File: src/rtl/arp_cache_ctrl_pkg.sv
// Shared ARP types for the cache controller: FSM states, opcodes and the broadcast MAC.
package arp_pkg;

  typedef enum logic [1:0] {
    ST_IDLE      = 2'd0,
    ST_TX_REPLY  = 2'd1,
    ST_TX_REQ    = 2'd2,
    ST_WAIT_DONE = 2'd3
  } arp_state_e;

  localparam logic        ARP_OP_REQ   = 1'b0;
  localparam logic        ARP_OP_REPLY = 1'b1;
  localparam logic [47:0] BCAST_MAC    = 48'hFFFF_FFFF_FFFF;

endpackage

File: src/rtl/arp_cache_ctrl_if.sv
// Transmit handshake between the ARP cache controller (master) and the arp_tx datapath (slave).
interface arp_tx_if;
  logic        o_arp_tx_en;
  logic        o_arp_tx_type;
  logic [47:0] o_arp_desmac_addr;
  logic [31:0] o_arp_desip_addr;
  logic        i_arp_tx_done;

  modport master (
    output o_arp_tx_en, o_arp_tx_type, o_arp_desmac_addr, o_arp_desip_addr,
    input  i_arp_tx_done
  );

  modport slave (
    input  o_arp_tx_en, o_arp_tx_type, o_arp_desmac_addr, o_arp_desip_addr,
    output i_arp_tx_done
  );
endinterface

File: src/rtl/arp_cache_mem.sv
// IP->MAC cache storage: parallel match, lowest-free-slot allocation, round-robin replacement.
// Optional per-entry aging is enabled with the ARP_AGING_EN macro.
module arp_cache_mem #(
  parameter int DEPTH   = 4
`ifdef ARP_AGING_EN
  ,
  parameter int AGE_CYC = 125_000_000
`endif
) (
  input  logic                     clk,
  input  logic                     rst,
  input  logic                     learn_en,
  input  logic [31:0]              learn_ip,
  input  logic [47:0]              learn_mac,
  input  logic [31:0]              lookup_ip,
`ifdef ARP_AGING_EN
  input  logic                     lookup_touch,
`endif
  output logic                     lookup_hit,
  output logic [47:0]              lookup_mac,
  output logic [$clog2(DEPTH):0]   count
);

  localparam int IDX_W = $clog2(DEPTH);
  localparam int CNT_W = IDX_W + 1;

  logic [DEPTH-1:0] valid_q, valid_d;
  logic [31:0]      ip_q  [DEPTH];
  logic [31:0]      ip_d  [DEPTH];
  logic [47:0]      mac_q [DEPTH];
  logic [47:0]      mac_d [DEPTH];
  logic [IDX_W-1:0] victim_q, victim_d;

  logic             lk_hit, ln_hit, free_found;
  logic [IDX_W-1:0] lk_idx, ln_idx, free_idx, wr_idx;

`ifdef ARP_AGING_EN
  localparam int ACW = (AGE_CYC > 1) ? $clog2(AGE_CYC) : 1;
  logic [1:0]     age_q [DEPTH];
  logic [1:0]     age_d [DEPTH];
  logic [ACW-1:0] age_cnt_q, age_cnt_d;
  logic           tick;
`endif

  always_comb begin
    lk_hit     = 1'b0;
    lk_idx     = '0;
    ln_hit     = 1'b0;
    ln_idx     = '0;
    free_found = 1'b0;
    free_idx   = '0;
    count      = '0;
    for (int i = 0; i < DEPTH; i++) begin
      if (valid_q[i] && ip_q[i] == lookup_ip) begin
        lk_hit = 1'b1;
        lk_idx = IDX_W'(i);
      end
      if (valid_q[i] && ip_q[i] == learn_ip) begin
        ln_hit = 1'b1;
        ln_idx = IDX_W'(i);
      end
      count = count + CNT_W'(valid_q[i]);
    end
    // Scan downwards so the lowest free index is the one left standing.
    for (int i = DEPTH - 1; i >= 0; i--) begin
      if (!valid_q[i]) begin
        free_found = 1'b1;
        free_idx   = IDX_W'(i);
      end
    end
    lookup_hit = lk_hit;
    lookup_mac = lk_hit ? mac_q[lk_idx] : '0;
    wr_idx     = ln_hit ? ln_idx : (free_found ? free_idx : victim_q);
  end

  // NOTE: every always_comb output gets a default first so no path leaves a latch behind.
  always_comb begin
    valid_d  = valid_q;
    ip_d     = ip_q;
    mac_d    = mac_q;
    victim_d = victim_q;
`ifdef ARP_AGING_EN
    age_d     = age_q;
    tick      = (age_cnt_q == ACW'(AGE_CYC - 1));
    age_cnt_d = tick ? '0 : age_cnt_q + ACW'(1);
    for (int i = 0; i < DEPTH; i++) begin
      if (tick && valid_q[i]) begin
        if (age_q[i] == 2'd3) valid_d[i] = 1'b0;
        else                  age_d[i]   = age_q[i] + 2'd1;
      end
    end
    if (lookup_touch && lk_hit) begin
      valid_d[lk_idx] = 1'b1;
      age_d[lk_idx]   = 2'd0;
    end
`endif
    if (learn_en) begin
      valid_d[wr_idx] = 1'b1;
      ip_d[wr_idx]    = learn_ip;
      mac_d[wr_idx]   = learn_mac;
`ifdef ARP_AGING_EN
      age_d[wr_idx]   = 2'd0;
`endif
      if (!ln_hit && !free_found) victim_d = victim_q + IDX_W'(1);
    end
  end

  always_ff @(posedge clk) begin
    if (rst) begin
      valid_q   <= '0;
      victim_q  <= '0;
`ifdef ARP_AGING_EN
      age_cnt_q <= '0;
`endif
    end else begin
      valid_q   <= valid_d;
      victim_q  <= victim_d;
`ifdef ARP_AGING_EN
      age_cnt_q <= age_cnt_d;
`endif
    end
  end

  // NOTE: payload arrays are not reset; valid_q gates every read and each learn rewrites the slot.
  always_ff @(posedge clk) begin
    ip_q  <= ip_d;
    mac_q <= mac_d;
`ifdef ARP_AGING_EN
    age_q <= age_d;
`endif
  end

endmodule

File: src/rtl/arp_cache_ctrl.sv
// ARP control engine: learns an IP->MAC cache, answers requests, resolves lookups with retry.
// Define ARP_AGING_EN to age out entries that see no learn or lookup hit.
module arp_cache_ctrl
  import arp_pkg::*;
#(
  parameter int CACHE_DEPTH = 4,
  parameter int RETRY_MAX   = 3,
  parameter int TIMEOUT_CYC = 125_000_000,
  parameter int AGE_CYC     = 125_000_000
) (
  input  logic                         i_gmii_clk,
  input  logic                         i_rst,
  input  logic                         i_arp_rx_done,
  input  logic                         i_arp_rx_type,
  input  logic [47:0]                  i_arp_srcmac_addr,
  input  logic [31:0]                  i_arp_srcip_addr,
  input  logic                         i_lookup_req,
  input  logic [31:0]                  i_lookup_ip,
  output logic                         o_lookup_ack,
  output logic                         o_lookup_hit,
  output logic [47:0]                  o_lookup_mac,
  output logic                         o_resolve_done,
  output logic                         o_resolve_fail,
  arp_tx_if.master                     tx,
  output logic [$clog2(CACHE_DEPTH):0] o_cache_count
);

  localparam int TMO_W = $clog2(TIMEOUT_CYC + 1);

  arp_state_e  state_q, state_d;
  logic        tx_en_q, tx_en_d, tx_type_q, tx_type_d;
  logic [47:0] desmac_q, desmac_d;
  logic [31:0] desip_q, desip_d;
  logic        sending_req_q, sending_req_d;

  logic        reply_pend_q, reply_pend_d;
  logic [47:0] reply_mac_q, reply_mac_d;
  logic [31:0] reply_ip_q, reply_ip_d;

  logic             res_pend_q, res_pend_d, need_send_q, need_send_d;
  logic [31:0]      res_ip_q, res_ip_d;
  logic [3:0]       retry_q, retry_d;
  logic [TMO_W-1:0] tmo_q, tmo_d;

  logic        ack_q, ack_d, hit_q, hit_d, done_q, done_d, fail_q, fail_d;
  logic [47:0] lmac_q, lmac_d;

  logic        mem_hit;
  logic [47:0] mem_mac;

  arp_cache_mem #(
    .DEPTH   (CACHE_DEPTH)
`ifdef ARP_AGING_EN
    ,
    .AGE_CYC (AGE_CYC)
`endif
  ) u_mem (
    .clk          (i_gmii_clk),
    .rst          (i_rst),
    .learn_en     (i_arp_rx_done),
    .learn_ip     (i_arp_srcip_addr),
    .learn_mac    (i_arp_srcmac_addr),
    .lookup_ip    (i_lookup_ip),
`ifdef ARP_AGING_EN
    .lookup_touch (i_lookup_req),
`endif
    .lookup_hit   (mem_hit),
    .lookup_mac   (mem_mac),
    .count        (o_cache_count)
  );

  always_comb begin
    state_d       = state_q;
    tx_en_d       = 1'b0;
    tx_type_d     = tx_type_q;
    desmac_d      = desmac_q;
    desip_d       = desip_q;
    sending_req_d = sending_req_q;
    reply_pend_d  = reply_pend_q;
    reply_mac_d   = reply_mac_q;
    reply_ip_d    = reply_ip_q;
    res_pend_d    = res_pend_q;
    res_ip_d      = res_ip_q;
    need_send_d   = need_send_q;
    retry_d       = retry_q;
    tmo_d         = tmo_q;
    done_d        = 1'b0;
    fail_d        = 1'b0;
    ack_d         = i_lookup_req;
    hit_d         = i_lookup_req & mem_hit;
    lmac_d        = hit_d ? mem_mac : '0;

    case (state_q)
      ST_IDLE: begin
        if (reply_pend_q)                   state_d = ST_TX_REPLY;
        else if (res_pend_q && need_send_q) state_d = ST_TX_REQ;
      end
      ST_TX_REPLY: begin
        tx_en_d       = 1'b1;
        tx_type_d     = ARP_OP_REPLY;
        desmac_d      = reply_mac_q;
        desip_d       = reply_ip_q;
        sending_req_d = 1'b0;
        state_d       = ST_WAIT_DONE;
      end
      ST_TX_REQ: begin
        tx_en_d       = 1'b1;
        tx_type_d     = ARP_OP_REQ;
        desmac_d      = BCAST_MAC;
        desip_d       = res_ip_q;
        sending_req_d = 1'b1;
        need_send_d   = 1'b0;
        state_d       = ST_WAIT_DONE;
      end
      ST_WAIT_DONE: begin
        if (tx.i_arp_tx_done) begin
          state_d = ST_IDLE;
          if (sending_req_q) begin
            retry_d = retry_q + 4'd1;
            tmo_d   = TMO_W'(TIMEOUT_CYC);
          end else begin
            reply_pend_d = 1'b0;
          end
        end
      end
      default: state_d = ST_IDLE;
    endcase

    // The reply timer only runs between frames, once the last request has gone out.
    if (state_q == ST_IDLE && res_pend_q && !need_send_q) begin
      if (tmo_q != '0) begin
        tmo_d = tmo_q - TMO_W'(1);
      end else if (retry_q < 4'(RETRY_MAX)) begin
        need_send_d = 1'b1;
      end else begin
        fail_d     = 1'b1;
        res_pend_d = 1'b0;
      end
    end

    if (i_lookup_req && !mem_hit && state_q == ST_IDLE && !res_pend_q) begin
      res_pend_d  = 1'b1;
      res_ip_d    = i_lookup_ip;
      retry_d     = 4'd0;
      need_send_d = 1'b1;
    end

    // Hearing from the pending IP resolves it, overriding a timeout decided this cycle.
    if (i_arp_rx_done && res_pend_q && i_arp_srcip_addr == res_ip_q) begin
      res_pend_d  = 1'b0;
      need_send_d = 1'b0;
      fail_d      = 1'b0;
      done_d      = 1'b1;
    end

    if (i_arp_rx_done && i_arp_rx_type == ARP_OP_REQ) begin
      reply_pend_d = 1'b1;
      reply_mac_d  = i_arp_srcmac_addr;
      reply_ip_d   = i_arp_srcip_addr;
    end
  end

  always_ff @(posedge i_gmii_clk) begin
    if (i_rst) begin
      state_q       <= ST_IDLE;
      tx_en_q       <= 1'b0;
      tx_type_q     <= 1'b0;
      desmac_q      <= '0;
      desip_q       <= '0;
      sending_req_q <= 1'b0;
      reply_pend_q  <= 1'b0;
      reply_mac_q   <= '0;
      reply_ip_q    <= '0;
      res_pend_q    <= 1'b0;
      res_ip_q      <= '0;
      need_send_q   <= 1'b0;
      retry_q       <= '0;
      tmo_q         <= '0;
      ack_q         <= 1'b0;
      hit_q         <= 1'b0;
      lmac_q        <= '0;
      done_q        <= 1'b0;
      fail_q        <= 1'b0;
    end else begin
      state_q       <= state_d;
      tx_en_q       <= tx_en_d;
      tx_type_q     <= tx_type_d;
      desmac_q      <= desmac_d;
      desip_q       <= desip_d;
      sending_req_q <= sending_req_d;
      reply_pend_q  <= reply_pend_d;
      reply_mac_q   <= reply_mac_d;
      reply_ip_q    <= reply_ip_d;
      res_pend_q    <= res_pend_d;
      res_ip_q      <= res_ip_d;
      need_send_q   <= need_send_d;
      retry_q       <= retry_d;
      tmo_q         <= tmo_d;
      ack_q         <= ack_d;
      hit_q         <= hit_d;
      lmac_q        <= lmac_d;
      done_q        <= done_d;
      fail_q        <= fail_d;
    end
  end

  assign tx.o_arp_tx_en       = tx_en_q;
  assign tx.o_arp_tx_type     = tx_type_q;
  assign tx.o_arp_desmac_addr = desmac_q;
  assign tx.o_arp_desip_addr  = desip_q;
  assign o_lookup_ack         = ack_q;
  assign o_lookup_hit         = hit_q;
  assign o_lookup_mac         = lmac_q;
  assign o_resolve_done       = done_q;
  assign o_resolve_fail       = fail_q;

endmodule

File: src/flat_wrapper.sv
// flat-port wrapper written by rule: the top's interface ports become plain ports
module arp_cache_ctrl_flat import arp_pkg::*;
#(
  parameter int CACHE_DEPTH = 4,
  parameter int RETRY_MAX   = 3,
  parameter int TIMEOUT_CYC = 125_000_000,
  parameter int AGE_CYC     = 125_000_000
)
  (i_gmii_clk, i_rst, i_arp_rx_done, i_arp_rx_type, i_arp_srcmac_addr, i_arp_srcip_addr, i_lookup_req, i_lookup_ip, o_lookup_ack, o_lookup_hit, o_lookup_mac, o_resolve_done, o_resolve_fail, o_cache_count, tx_o_arp_tx_en, tx_o_arp_tx_type, tx_o_arp_desmac_addr, tx_o_arp_desip_addr, tx_i_arp_tx_done);
  arp_tx_if tx_i ();
  input  logic i_gmii_clk;
  input  logic i_rst;
  input  logic i_arp_rx_done;
  input  logic i_arp_rx_type;
  input  logic [47:0] i_arp_srcmac_addr;
  input  logic [31:0] i_arp_srcip_addr;
  input  logic i_lookup_req;
  input  logic [31:0] i_lookup_ip;
  output logic o_lookup_ack;
  output logic o_lookup_hit;
  output logic [47:0] o_lookup_mac;
  output logic o_resolve_done;
  output logic o_resolve_fail;
  output logic [$clog2(CACHE_DEPTH):0] o_cache_count;
  output wire logic [$bits(tx_i.o_arp_tx_en)-1:0] tx_o_arp_tx_en;
  output wire logic [$bits(tx_i.o_arp_tx_type)-1:0] tx_o_arp_tx_type;
  output wire logic [$bits(tx_i.o_arp_desmac_addr)-1:0] tx_o_arp_desmac_addr;
  output wire logic [$bits(tx_i.o_arp_desip_addr)-1:0] tx_o_arp_desip_addr;
  input wire logic [$bits(tx_i.i_arp_tx_done)-1:0] tx_i_arp_tx_done;
  assign tx_o_arp_tx_en = tx_i.o_arp_tx_en;
  assign tx_o_arp_tx_type = tx_i.o_arp_tx_type;
  assign tx_o_arp_desmac_addr = tx_i.o_arp_desmac_addr;
  assign tx_o_arp_desip_addr = tx_i.o_arp_desip_addr;
  assign tx_i.i_arp_tx_done = tx_i_arp_tx_done;
  arp_cache_ctrl #(.CACHE_DEPTH(CACHE_DEPTH), .RETRY_MAX(RETRY_MAX), .TIMEOUT_CYC(TIMEOUT_CYC), .AGE_CYC(AGE_CYC)) u_core (.i_gmii_clk(i_gmii_clk), .i_rst(i_rst), .i_arp_rx_done(i_arp_rx_done), .i_arp_rx_type(i_arp_rx_type), .i_arp_srcmac_addr(i_arp_srcmac_addr), .i_arp_srcip_addr(i_arp_srcip_addr), .i_lookup_req(i_lookup_req), .i_lookup_ip(i_lookup_ip), .o_lookup_ack(o_lookup_ack), .o_lookup_hit(o_lookup_hit), .o_lookup_mac(o_lookup_mac), .o_resolve_done(o_resolve_done), .o_resolve_fail(o_resolve_fail), .tx(tx_i), .o_cache_count(o_cache_count));
endmodule
File: config.mk
export PLATFORM = sky130hd
export DESIGN_NAME = arp_cache_ctrl_flat
export DESIGN_NICKNAME = d
export VERILOG_FILES = /design/src/rtl/arp_cache_ctrl_pkg.sv /design/src/rtl/arp_cache_ctrl_if.sv /design/src/rtl/arp_cache_mem.sv /design/src/rtl/arp_cache_ctrl.sv /design/src/flat_wrapper.sv
export SDC_FILE = /design/constraint.sdc
export NUM_CORES = 1
export LEC_CHECK = 0
export ABC_AREA = 1
export CAP_MARGIN = 20
export CELL_PAD_IN_SITES_DETAIL_PLACEMENT = 1
export CELL_PAD_IN_SITES_GLOBAL_PLACEMENT = 2
export CORE_ASPECT_RATIO = 1.1
export CORE_MARGIN = 2
export CORE_UTILIZATION = 23
export CTS_BUF_LIST = sky130_fd_sc_hd__clkbuf_8
export DETAILED_ROUTE_END_ITERATION = 7
export DONT_BUFFER_PORTS = 1
export GPL_TIMING_DRIVEN = 0
export PLACE_DENSITY_LB_ADDON = 0.1
export SLEW_MARGIN = 20
export SYNTH_ARGS = -nofsm -noshare
export SYNTH_HDL_FRONTEND = slang
export SYNTH_SLANG_ARGS = --single-unit
File: constraint.sdc
create_clock -name i_gmii_clk -period 20.1 [get_ports i_gmii_clk]
set_input_delay 5.025 -clock i_gmii_clk [delete_from_list [all_inputs] [get_ports i_gmii_clk]]
set_output_delay 5.025 -clock i_gmii_clk [all_outputs]
set_load 0.02 [all_outputs]
### Word-level counts from Yosys, hierarchy flattened

Index checks and enable logic that the tools add are counted.

| word-level totals | value |
|---|---|
| logic and storage cells | 171 |
| bits of input ports | 118 |
| bits in registers | 609 |

| operators by class | value |
|---|---|
| magnitude comparators | 6 |
| reductions and logical operators | 41 |
| bitwise operators | 8 |
| equal/unequal tests | 17 |
| $add $sub $neg | 6 |
| multiplexer cells | 64 |

Operators by type and width:

| cell | count |
|---|---|
| $eq A32 B32 Y1 | 9 |
| $bwmux W192 | 1 |
| $mux W48 | 3 |
| $mux W27 | 5 |
| $bwmux W128 | 1 |
| $bmux W48 S2 | 1 |
| $demux W48 S2 | 1 |
| $pmux W48 S2 | 1 |
| $demux W32 S2 | 1 |
| $pmux W32 S2 | 1 |
| $mux W32 | 1 |
| $mux W1 | 31 |
| $reduce_bool A27 Y1 | 1 |
| $sub A27 B1 Y27 const B | 1 |
| $mux W2 | 13 |
| $logic_and A1 B1 Y1 | 20 |
| $reduce_and A3 Y1 | 3 |
| $ne A2 B2 Y1 const B | 4 |
| $reduce_bool A2 Y1 | 4 |
| $ge A3 B3 Y1 const B | 2 |
| $not A2 Y3 | 2 |
| $pmux W2 S3 | 1 |
| $reduce_or A2 Y1 | 3 |
| $logic_not A1 Y1 | 5 |
| other kinds (21) | 27 |

### Longest topological paths before layout

Gate-level depths: netlist (run 1).

| logic depth | value |
|---|---|
| depth in word-level cells | 13 |
| mapped depth | 17 |
| gate-level depth less buffers | 16 |

### By module

From an unflattened synthesis (run 1), not the netlist that was laid out.

| second synthesis, totals | value |
|---|---|
| cells, all modules | 3,373 |
| area, all modules | 28,308.4 um^2 |

Modules (own cells, without submodules):

| module | cells each | instances | sequential area each (um^2) | area an instance (um^2) |
|---|---|---|---|---|
| arp_cache_mem | 1,945 | 1 | 9,729.3 | 17,289.1 |
| arp_cache_ctrl | 1,428 | 1 | 5,665.4 | 11,019.3 |

### Worst setup path before layout (run 1)

No wires, ideal clock.

| timing path | value |
|---|---|
| path type | input -> register |
| from | in i_arp_srcip_addr[18] |
| to | reg u_core.u_mem.ip_q[0] (netlist name) (enable) |
| stages on the path | 13 |
| slack | 10.080 ns |
| data arrival time | 9.500 ns |
| buffers on the path | 1 |
| library setup time | 0.520 ns |
| cells stage by stage | clkbuf_1 -> inv_1 -> nand2_1 -> nand2_1 -> nor2_1 -> nand2_1 -> nor2_1 -> nand3_1 -> nor2_1 -> nor2_1 -> nand3_1 -> nand2_1 -> nor2_1 |

RTL lines:

| element | line | RTL |
|---|---|---|
| start, declared | flat_wrapper.sv:16 | `input logic [31:0] i_arp_srcip_addr;` |
| end signal, assigned | arp_cache_mem.sv:126 | `ip_q <= ip_d;` |
| end, declared | arp_cache_mem.sv:28 | `logic [31:0] ip_q [DEPTH];` |

==> results of run 1 <==
==> flip-flops by register name, indices dropped and copies added, names as in the netlist, 2 cells and up <==
signal,cells
u_core.tx.o_arp_desmac_addr,48
u_core.o_lookup_mac,48
u_core.res_ip_q,32
u_core.u_mem.ip_q,128
u_core.reply_mac_q,48
u_core.state_q,2
u_core.tmo_q,27
u_core.u_mem.mac_q,192
u_core.tx.o_arp_desip_addr,32
u_core.reply_ip_q,32
u_core.retry_q,4
u_core.u_mem.victim_q,2
u_core.u_mem.valid_q,4
==> cell type report <==
type	count	area (µm²)	share of cell area
Clock inverter	76	473	0.0147
Clock buffer	138	1900	0.0591
Multi-Input combinational cell	2132	9870	0.307
Tap cell	1552	1940	0.0604
Timing Repair Buffer	10	233	0.00724
Inverter	481	1820	0.0564
Sequential cell	609	15400	0.479
Antenna cell	4	10.0	0.000311
Buffer	127	529	0.0165
==> how the worst max path moves through the flow <==
stage          slack [ns]                           endpoint
6_report            11.84    u_core.u_mem.mac_q[8]$_DFFE_PP_
5_1_grt             11.66    u_core.u_mem.mac_q[8]$_DFFE_PP_
4_1_cts             11.85    u_core.u_mem.mac_q[8]$_DFFE_PP_
3_5_place_dp        10.94   u_core.u_mem.mac_q[16]$_DFFE_PP_
3_3_place_gp         5.16  u_core.u_mem.mac_q[111]$_DFFE_PP_
2_1_floorplan       10.08     u_core.u_mem.ip_q[0]$_DFFE_PP_
==> cell usage after synthesis (all sizes together), types with 2 or more instances <==
cell type and instances:
a211oi 4, nand3 144, o221a 15, clkbuf 90, edfxtp 320, nand2 839
xor2 41, a21oi 177, nor3b 5, o211ai 39, o2111ai 2, dfxtp 289
clkinv 2, nor2 471, nand3b 5, xnor2 38, nand4 50, or2 3
o22ai 46, a31oi 12, a221oi 5, ha 8, nor4 3, buf 37
nor3 31, inv 479, and2 5, o21ai 181
==> power by group through the flow <==
stage / Clock (mW) / Combinational [mW] / Sequential [mW]
after floorplan: 0 / 0.571 / 1.61
after global placement: 0 / 0.850 / 1.68
after detailed placement: 0 / 0.872 / 1.68
after CTS: 1.33 / 0.878 / 1.65
after global routing: 1.39 / 0.980 / 1.67
final: 1.27 / 0.855 / 1.65
==> layer usage <==
| layer | track usage | routed length (µm) | up-vias | part of all wire |
|---|---|---|---|---|
| met5 | 0 | 13 | - | 0.000097 |
| met4 | 0.0756 | 4370 | 2 | 0.033 |
| met3 | 0.0493 | 8060 | 173 | 0.060 |
| met2 | 0.381 | 66100 | 581 | 0.49 |
| met1 | 0.256 | 55100 | 11500 | 0.41 |
| li1 | - | - | 11100 | - |
==> metrics by stage <==
stage	std cells	hold WS [ns]	util	instance area (µm²)
floorplan	3349	0.421	-	27600
global placement	4901	0.432	0.247	29500
detailed placement	4911	0.444	0.250	29800
CTS	5125	0.451	0.269	32200
global route	5126	0.476	0.269	32200
finish	5129	0.453	0.270	32200
==> cell families after synthesis <==
family / count (synthesis)
AOI/OAI and AO/OA: 485
xor gates and xnor gates: 79
adders and majority gates: 9
buffers and inverters: 608
DFF: 609
and+or+nand+nor: 1559
==> placed cells by master, fill, tap and decap left out, types with 5 or more instances in the layout <==
master	n
sky130_fd_sc_hd__clkinv_2	15
sky130_fd_sc_hd__dfxtp_1	289
sky130_fd_sc_hd__o21ai_0	173
sky130_fd_sc_hd__clkbuf_1	89
sky130_fd_sc_hd__edfxtp_1	320
sky130_fd_sc_hd__buf_2	26
sky130_fd_sc_hd__o211ai_1	39
sky130_fd_sc_hd__xor2_1	41
sky130_fd_sc_hd__nand3b_1	5
sky130_fd_sc_hd__a221oi_1	5
sky130_fd_sc_hd__o22ai_1	46
sky130_fd_sc_hd__a21oi_1	177
sky130_fd_sc_hd__nand3_1	143
sky130_fd_sc_hd__o21ai_1	8
sky130_fd_sc_hd__inv_1	505
sky130_fd_sc_hd__nor2_1	466
sky130_fd_sc_hd__nor3_1	31
sky130_fd_sc_hd__clkinv_1	9
sky130_fd_sc_hd__buf_1	8
sky130_fd_sc_hd__nand2_1	837
sky130_fd_sc_hd__ha_1	8
sky130_fd_sc_hd__bufinv_16	5
sky130_fd_sc_hd__a31oi_1	12
sky130_fd_sc_hd__o221a_2	15
sky130_fd_sc_hd__xnor2_1	38
sky130_fd_sc_hd__inv_2	17
sky130_fd_sc_hd__clkbuf_8	138
sky130_fd_sc_hd__nand4_1	50
sky130_fd_sc_hd__buf_16	5
==> worst max-delay path: stages <==
cell and delay, ns:
sky130_fd_sc_hd__clkbuf_1 0.57, sky130_fd_sc_hd__inv_1 0.49, sky130_fd_sc_hd__nand2_1 0.22, sky130_fd_sc_hd__nand2_1 0.07, sky130_fd_sc_hd__nor2_1 0.11, sky130_fd_sc_hd__nand2_1 0.10, sky130_fd_sc_hd__nor2_1 0.11, sky130_fd_sc_hd__nand3_1 0.11
sky130_fd_sc_hd__nor2_1 0.30, sky130_fd_sc_hd__nor2_1 0.16, sky130_fd_sc_hd__nand3_1 0.09, sky130_fd_sc_hd__nand2_1 0.16, sky130_fd_sc_hd__nor2_4 0.53, sky130_fd_sc_hd__buf_12 0.27, sky130_fd_sc_hd__buf_12 0.19, sky130_fd_sc_hd__buf_8 0.17
==> results.yml, run 1 <==
run_status:
  run_status: "completed"
synth:
  postSynthRegisterBits: 609
  synth_compound_area_frac: 0.0995
  post_synth_main_area_contributors: "sky130_fd_sc_hd__edfxtp_1, sky130_fd_sc_hd__dfxtp_1, sky130_fd_sc_hd__nand2_1"
  yosys_warnings: 0
  dominantRegCellSynth: "sky130_fd_sc_hd__edfxtp_1"
  dominant_combinational_cell_family_by_area_after_synthesis: "simple AND/OR/NAND/NOR gates"
  synth-seq-area-share: 0.558
  synth_xor_area_frac: 0.0251
  postSynthCellCount: 3349
  async_flop_share: 0
  synth_area_leader_cell: "sky130_fd_sc_hd__edfxtp_1"
  netlist_area_um2: 27600
  postSynthNetCount: 3476
  number_of_enable_type_register_cells_in_the_synthesized_netlist: 320
  synth_mux_area_frac: 0
  synth-simple-area-share: 0.228
  synthDominantCellAreaShare: 0.348
  avgSynthCellArea_um2: 8.23
  netlist-cell-type-count: 48
  synth_adder_area_share: 0.00436
hold_path:
  hold_path.class: "register to register"
  worst_hold_startpoint: "u_core.reply_mac_q[22]$_SDFFE_PP0P_"
  min_delay_worst_endpoint: "u_core.reply_mac_q[22]$_SDFFE_PP0P_"
  timing.hold.worst_path_depth: 2
setup_path:
  start_kind: "primary input"
  highest_fanout_seen_on_the_critical_path: 20
  path_class: "primary input to register"
  crit_arrival_ns: 8.76
  startpoint: "i_arp_srcip_addr[6]"
  regToRegEndpoint: "u_core.tx.o_arp_desip_addr[22]$_SDFFE_PP0P_"
  worstSetupEndpointType: "register"
  critical_path_required_ns: 20.60
  flop_to_flop_setup_slack_ns: 16.48
  worst-r2r-cell-count: 10
  r2r_start: "u_core.state_q[1]$_SDFFE_PP0P_"
grt:
  total_global_route_track_usage: 0.216
  grt_antenna_before_repair: 3
  gr-total-overflow: 0
  wire_length_of_the_first_global_routing_pass_mm: 188
  first_global_vias: 24600
  pin_count_of_the_biggest_net_entering_global_routing: 49
sta:
  final.period_utilization: 0.411
  timing_hold_violations_final: 0
  rsz0062_at_grt: "no"
  totalNegativeSetupSlack_ns: 0
  tightestPinTransition_ns: 1.01
  finalCriticalPeriod_ns: 8.26
  final-setup-viol-count: 0
  max_freq_mhz: 121
  relSlewSlack: 0.326
  postLayoutSetupSlackWorst_ns: 11.84
  timing_max_transition_violations_final: 0
  finalClockSkew_ns: 0.0582
pwr:
  vdd.ir_drop.worst_mv: 0.0456
  cellPowerDensity_nw_per_um2: 117
  netSwitchingPower_mw: 1.39
  intPower_mw: 2.39
  design_power_total_mw: 3.78
  pwr-share-comb: 0.226
  clockPowerShare: 0.337
  seq_power_share: 0.437
  netSwitchingFraction: 0.367
  leakagePower_nw: 13.8
floorplan:
  die_h_um: 367
  placementRows: 133
  die_width_um: 334
  floorplan.initialDensity: 0.231
  design.core.area_um2: 119000
  ios: 255
  die-area_um2: 123000
cells_and_area:
  filler_cell_count: 14100
  design.final.nets: 3604
  final_layout_size_suffix_gt1_frac: 0.0691
  syn2layout_area_growth_pct: 16.6
clocking:
  cts.clk_slew.worst_paths_ns: 0.06
  h-tree-depth: 3
  cts_repair_resizes: 0
  clock_tree.root_cell: "sky130_fd_sc_hd__clkbuf_8"
  clock_insertion_delay_worst_skew_ns: 0.82
  count_of_clock_tree_sinks: 609
  holdBufCountCts: 0
  post_cts.repair.setup_buffers: 0
  cts_buffers: 116
  clock_tree_from_tritoncts: "yes"
  cts.path.max_buffers: 3
routing:
  first_iter_violations: 1413
  route.detailed.wl_per_inst_um: 26.1
  drt-vias-per-instance: 4.56
  num_vias: 23400
  drc_errors: 0
  antenna_violating_nets_post_route: 0
  drt_pass1_iterations: 5
  postRouteWirelength_mm: 134
placed_design:
  numPortBuffers: 0
  post-dp-hpwl_mm: 105
  detailedPlace.worstSlack_ns: 10.94
  place_congestion: 0.921
job:
  max_cap_violations: 0
Power figures use the tool's default switching activity.
==> run 2, diff against run 1 <==
==> constraint.sdc (replaced) <==
create_clock -name i_gmii_clk -period 8.2 [get_ports i_gmii_clk]
set_input_delay 2.05 -clock i_gmii_clk [delete_from_list [all_inputs] [get_ports i_gmii_clk]]
set_output_delay 2.05 -clock i_gmii_clk [all_outputs]
set_load 0.02 [all_outputs]
==> results of run 2 <==
The final DEF is identical to that of run 1. Status: completed.
Main changes from that run: setup slack after placement 10.94 ns -> 2.02 ns; setup slack after layout 11.84 ns -> 2.91 ns; register-to-register setup slack 16.48 ns -> 4.58 ns; total power 3.78 mW -> 9.26 mW; worst IR drop on VDD 0.0456 mV -> 0.112 mV
